### config.mk
export PLATFORM = sky130hd
export DESIGN_NAME = capture_sequencer
export DESIGN_NICKNAME = d
export VERILOG_FILES = /design/src/rtl/capture_pkg.sv /design/src/rtl/trig_detect.sv /design/src/rtl/capture_sequencer.sv
export SDC_FILE = /design/constraint.sdc
export NUM_CORES = 1
export LEC_CHECK = 0
export CAP_MARGIN = 20
export CORE_MARGIN = 3
export CORE_UTILIZATION = 64
export CTS_CLUSTER_DIAMETER = 80
export DETAILED_ROUTE_END_ITERATION = 10
export DONT_BUFFER_PORTS = 1
export PLACE_DENSITY_LB_ADDON = 0.3
export SLEW_MARGIN = 0
export SYNTH_ARGS = -nofsm -noshare
export SYNTH_HDL_FRONTEND = slang
export SYNTH_SLANG_ARGS = --single-unit
### constraint.sdc
create_clock -name clk -period 5.5 [get_ports clk]
set_input_delay 0.275 -clock clk [delete_from_list [all_inputs] [get_ports clk]]
set_output_delay 0.275 -clock clk [all_outputs]
set_load 0.03 [all_outputs]
### src/rtl/capture_pkg.sv
// Shared types for the multi-channel ADC capture sequencer.
package capture_pkg;

    typedef enum logic [2:0] {
        IDLE       = 3'd0,
        WAIT_EMPTY = 3'd1,
        ARMED      = 3'd2,
        CAPTURE    = 3'd3
    } state_t;

    typedef enum logic [1:0] {
        IMMEDIATE = 2'd0,
        EXTERNAL  = 2'd1,
        RISING    = 2'd2,
        FALLING   = 2'd3
    } trig_mode_t;

endpackage

### src/rtl/trig_detect.sv
// Trigger detector: selects one channel, remembers the previous armed sample,
// and flags a trigger according to the selected mode.
module trig_detect
    import capture_pkg::*;
#(
    parameter int NCH  = 4,
    parameter int DW   = 16,
    parameter int CH_W = 2
) (
    input  logic                clk,
    input  logic                rst,
    input  logic                armed,
    input  logic [NCH*DW-1:0]   adc_data,
    input  logic                adc_valid,
    input  logic                trig_ext,
    input  logic [1:0]          mode,
    input  logic [CH_W-1:0]     ch,
    input  logic [DW-1:0]       level,
    output logic                hit
);

    logic signed [DW-1:0] cur;
    logic signed [DW-1:0] prev;
    logic signed [DW-1:0] lvl;
    logic                 prev_valid;

    assign lvl = level;

    always_comb begin
        cur = '0;
        for (int k = 0; k < NCH; k++)
            if (ch == CH_W'(k)) cur = adc_data[k*DW +: DW];
    end

    // prev_valid drops whenever we are not armed, so each arming starts fresh
    always_ff @(posedge clk or posedge rst) begin
        if (rst) begin
            prev       <= '0;
            prev_valid <= 1'b0;
        end else if (!armed) begin
            prev_valid <= 1'b0;
        end else if (adc_valid) begin
            prev       <= cur;
            prev_valid <= 1'b1;
        end
    end

    always_comb begin
        hit = 1'b0;
        case (trig_mode_t'(mode))
            IMMEDIATE: hit = adc_valid;
            EXTERNAL:  hit = adc_valid && trig_ext;
            RISING:    hit = adc_valid && prev_valid && (prev <  lvl) && (cur >= lvl);
            FALLING:   hit = adc_valid && prev_valid && (prev >= lvl) && (cur <  lvl);
            default:   hit = 1'b0;
        endcase
    end

endmodule

### src/rtl/capture_sequencer.sv
// Armed, triggered, decimating record capture from NCH ADC channels into the
// width-converter FIFO, with abort and sticky overflow reporting.
module capture_sequencer
    import capture_pkg::*;
#(
    parameter int NCH   = 4,
    parameter int DW    = 16,
    parameter int CNT_W = 24,
    parameter int DEC_W = 8,
    localparam int CH_W = (NCH > 1) ? $clog2(NCH) : 1
) (
    input  logic                clk,
    input  logic                rst,
    input  logic [NCH*DW-1:0]   adc_data,
    input  logic                adc_valid,
    input  logic                arm,
    input  logic                abort,
    input  logic [1:0]          trig_mode,
    input  logic                trig_ext,
    input  logic [CH_W-1:0]     trig_ch,
    input  logic [DW-1:0]       trig_level,
    input  logic [CNT_W-1:0]    rec_len,
    input  logic [DEC_W-1:0]    decim,
    input  logic                fifo_full,
    input  logic                fifo_empty,
    output logic                wr_en,
    output logic [NCH*DW-1:0]   dout,
    output logic                busy,
    output logic                done,
    output logic                overflow,
    output logic [2:0]          state,
    output logic [CNT_W-1:0]    sample_cnt
);

    state_t            state_q, state_n;
    logic [1:0]        mode_l;
    logic [CH_W-1:0]   ch_l;
    logic [DW-1:0]     level_l;
    logic [CNT_W-1:0]  len_l;
    logic [DEC_W-1:0]  decim_l;
    logic [DEC_W-1:0]  dec_q, dec_n;
    logic [CNT_W-1:0]  cnt_n;
    logic [NCH*DW-1:0] dout_n;
    logic              wr_n, done_n, ovf_n, load, produce, hit;

    trig_detect #(.NCH(NCH), .DW(DW), .CH_W(CH_W)) u_trig (
        .clk       (clk),
        .rst       (rst),
        .armed     (state_q == ARMED),
        .adc_data  (adc_data),
        .adc_valid (adc_valid),
        .trig_ext  (trig_ext),
        .mode      (mode_l),
        .ch        (ch_l),
        .level     (level_l),
        .hit       (hit)
    );

    always_ff @(posedge clk or posedge rst) begin
        if (rst) state_q <= IDLE;
        else     state_q <= state_n;
    end

    always_comb begin
        state_n = state_q;
        wr_n    = 1'b0;
        done_n  = 1'b0;
        dout_n  = dout;
        ovf_n   = overflow;
        cnt_n   = sample_cnt;
        dec_n   = dec_q;
        load    = 1'b0;
        produce = 1'b0;

        case (state_q)
            IDLE: if (arm) begin
                load  = 1'b1;
                ovf_n = 1'b0;
                cnt_n = '0;
                if (rec_len == '0) done_n  = 1'b1;
                else               state_n = WAIT_EMPTY;
            end
            WAIT_EMPTY: if (fifo_empty) state_n = ARMED;
            ARMED:      if (hit) produce = 1'b1;
            CAPTURE: if (adc_valid) begin
                if (dec_q == '0) produce = 1'b1;
                else             dec_n   = dec_q - DEC_W'(1);
            end
            default: state_n = IDLE;
        endcase

        // A dropped word still advances the count so the record keeps its span
        if (produce) begin
            dec_n = decim_l;
            cnt_n = sample_cnt + CNT_W'(1);
            if (fifo_full) begin
                ovf_n = 1'b1;
            end else begin
                wr_n   = 1'b1;
                dout_n = adc_data;
            end
            if (cnt_n == len_l) begin
                done_n  = 1'b1;
                state_n = IDLE;
            end else begin
                state_n = CAPTURE;
            end
        end

        if (abort) begin
            state_n = IDLE;
            wr_n    = 1'b0;
            done_n  = 1'b0;
            load    = 1'b0;
            dout_n  = dout;
            ovf_n   = overflow;
            cnt_n   = sample_cnt;
        end
    end

    always_ff @(posedge clk or posedge rst) begin
        if (rst) begin
            wr_en      <= 1'b0;
            dout       <= '0;
            done       <= 1'b0;
            overflow   <= 1'b0;
            sample_cnt <= '0;
            dec_q      <= '0;
            mode_l     <= '0;
            ch_l       <= '0;
            level_l    <= '0;
            len_l      <= '0;
            decim_l    <= '0;
        end else begin
            wr_en      <= wr_n;
            dout       <= dout_n;
            done       <= done_n;
            overflow   <= ovf_n;
            sample_cnt <= cnt_n;
            dec_q      <= dec_n;
            if (load) begin
                mode_l  <= trig_mode;
                ch_l    <= trig_ch;
                level_l <= trig_level;
                len_l   <= rec_len;
                decim_l <= decim;
            end
        end
    end

    assign busy  = (state_q != IDLE);
    assign state = state_q;

endmodule

==> results.py <==
metrics = {
    "power": {
        "vdd_ir_drop_max_mv": 0.351,
        "p_leak_nw": 4.91,
        "pwr_density_cell_nw_per_um2": 476,
        "post-layout-total-power_mw": 5.26,
    },
    "floorplanning": {
        "placement_rows": 43,
        "standard_cell_core_area_um2": 13900,
        "initial_core_util": 0.658,
        "chipHeight_um": 126,
        "die_area_um2": 15800,
        "ios": 219,
        "die_w_um": 126,
    },
    "logic_synthesis": {
        "synth_cell_types": 67,
        "synthArstFlopShare": 1.00,
        "share_of_the_synthesized_area_in_the_top_cell_type": 0.464,
        "postSynthCellCount": 784,
        "synthesized_area_per_cell_um2": 11.7,
        "synth_area_leaders": "dfrtp_1 (46%), mux2_4 (8.0%), mux2_2 (7.7%)",
        "synthDominantAreaCellType": "dfrtp_1",
        "synthesis.yosys.warnings": 0,
        "synth-edff-count": 0,
        "most_frequently_used_flop_master_after_synthesis": "dfrtp_1",
        "syn-num-nets": 943,
        "ys_seq_elements": 170,
        "sequential_share_of_the_synthesized_area": 0.464,
        "netlist_area_um2": 9170,
    },
    "sta": {
        "hold_viol_final": 0,
        "max_freq_mhz": 213,
        "tightestPinTransition_ps": 997,
        "tns_ps": 0,
        "clock-skew-final_ps": 20.6,
        "layout_min_cycle_time_ps": 4700,
        "slew_viol_final": 0,
        "final.period_utilization": 0.855,
        "setup_viol": 0,
        "slew-limit-headroom": 0.333,
        "rsz0062_at_grt": "false",
    },
    "route": {
        "first_iter_violations": 720,
        "length_of_the_first_detailed_routing_pass_in_iterations": 5,
        "route.detailed.drc": 0,
        "route.detailed.vias_per_inst": 6.53,
        "drtAntennaViolNets": 0,
        "routed_wire_length_per_instance_um": 24.3,
        "finalWirelength_um": 26300,
        "routed-via-count": 7052,
    },
    "clocking": {
        "cts_num_sinks": 170,
        "root_buffer": "clkbuf_16",
        "tritoncts": "done",
        "cts_inserted_buffers": 17,
        "clk_latency_ps": 450,
        "cts.htree.levels": 4,
        "max-clock-path-buffers": 2,
        "post_cts.resized_instances": 0,
        "cts.hold.buffers_added": 118,
        "cts_setup_buffers": 0,
        "clkTransAtPathRegs_ps": 80,
    },
    "setup_path": {
        "worst_r2r_dst": "state[0]",
        "setup.worst_path.end_class": "flop",
        "critical_path_peak_fanout": 17,
        "critPathLaunchType": "flop",
        "timing.setup.critical_path_class": "flop to flop",
        "rr_worst_depth": 11,
        "worst_ep_arrival_time_ps": 5030,
        "setup.reg_to_reg.worst_slack_ps": 800,
        "r2r_start": "ch_l[1]",
        "timing.critical_path.from": "ch_l[1]",
        "crit_path_required_time_ps": 5830,
    },
    "worst_hold_path": {
        "min_delay_worst_endpoint": "state[0]",
        "hold_start": "abort",
        "worst_hold_path.num_cells": 3,
        "hp-class": "primary input to flop",
    },
    "global_route": {
        "grt_first_pass_wirelength_um": 41200,
        "grt.overflow.total": 0,
        "grt_pass1_vias": 7564,
        "maximum_number_of_pins_on_one_net_before_global_route_repair": 99,
        "antenna_violations_before_repair": 1,
        "grt.total_usage": 0.333,
    },
    "place": {
        "gpl.final_weighted_congestion": 0.891,
        "portBuffers": 0,
        "detailed_place_hpwl_um": 16300,
    },
    "layout": {
        "synthToLayoutAreaGrowth_pct": 20.4,
        "drive_above_1_share": 0.198,
        "nets": 1045,
        "final_util": 0.792,
    },
    "status": {
        "status": "complete, no violations",
    },
    "job": {
        "max-cap-violations": 0,
    },
}
[worst max path at each step]
stage	depth (start not counted)	endpoint	slack (ps)
floorplan	1	ch_l[0]	620
global placement	12	state[0]	1190
detailed placement	12	state[0]	990
CTS	12	state[0]	960
global route	11	state[0]	590
finish	11	state[0]	800
[per-layer routing]
layer	part of all wire	routed length, µm	up-vias	global-route usage
li1	-	-	3090	-
met1	0.37	9640	3477	0.393
met2	0.50	13000	412	0.558
met3	0.10	2750	73	0.126
met4	0.033	856	0	0.128
met5	0	0	-	0
[cells in the final DEF, fill, tap and decap left out, types with 3 or more instances in the layout]
cell type      count
nand4_1           14
nand2_1           55
or3_1              4
xnor2_1           18
nor2b_1            3
o21a_1             3
a21oi_1           39
buf_4              7
inv_6              7
mux4_2            16
o22ai_1            3
clkbuf_16         17
a221o_1            3
a211oi_1           4
o21ai_1            5
o21ai_0           28
a31oi_1            3
dfrtp_1          170
ha_1              35
mux2i_1            7
mux2_4            49
nand2b_1           5
and3_1             3
dlygate4sd3_1    119
xor2_1            13
nor3_1            24
o2bb2ai_1         22
nor4_1            12
and2_1             3
nand3_1           17
a21o_1             4
o41ai_1            4
nor2_1            31
o211ai_1           6
and4_1             4
inv_1             34
mux2_2            63
[power by group]
part / internal, mW / switching [mW] / total (mW)
clock: 0.693 / 0.548 / 1.24
combinational: 0.799 / 0.685 / 1.48
sequential: 1.66 / 0.871 / 2.53
total: 3.16 / 2.10 / 5.26
[kinds of logic (layout without fill, tap and decap cells)]
family	Yosys count	count (layout)	share of synthesized area
muxes	135	135	0.205
buffers and inverters	79	194	0.0389
DFF	170	170	0.464
AOI/OAI and AO/OA	143	143	0.107
adders and majority gates	35	35	0.0478
other	1	2	0.000409
xor gates and xnor gates	31	31	0.0296
and+or+nand+nor	190	190	0.108
[cell usage after synthesis (all sizes together) (20+ instances only)]
cell,instances
a21oi,39
buf,20
clkbuf,24
dfrtp,170
ha,35
inv,35
mux2,112
nand2,55
nor2,31
nor3,24
o21ai,33
o2bb2ai,22
[registers in the layout, indices dropped and copies added (netlist names), 2 cells and up]
name         flops
ch_l             2
dec_q            8
decim_l          8
dout            64
len_l           24
level_l         16
mode_l           2
sample_cnt      24
state            2
u_trig.prev     16
[worst max-delay path, stage by stage (launching register included)]
cell	delay, ps
dfrtp_1	810
mux4_2	440
ha_1	310
a21oi_1	270
o21ai_1	120
a311oi_1	460
and4_1	280
o2111ai_1	180
a221oi_4	660
nor2_1	400
buf_4	310
o41ai_1	330
[final cells by class]
cell class	count	area, µm²
fillers	759	2900
inverters	35	136
clock inverters	13	153
multi-input cells	535	4560
repair buffers	127	1260
clock buffers	19	443
diodes	1	2.50
well taps	180	225
flip-flops and latches	170	4250
[per-stage QoR]
step	instances	cell area [µm²]	worst slack, ps	hold WS [ps]
after floorplan	784	9170	622	342
after global placement	928	9250	1190	346
after detailed placement	928	9250	994	353
after CTS	1078	11000	956	10.0
after global routing	1080	11000	589	65.4
final	1080	11000	800	67.7
Note: power is estimated with default switching activity, not from simulation.
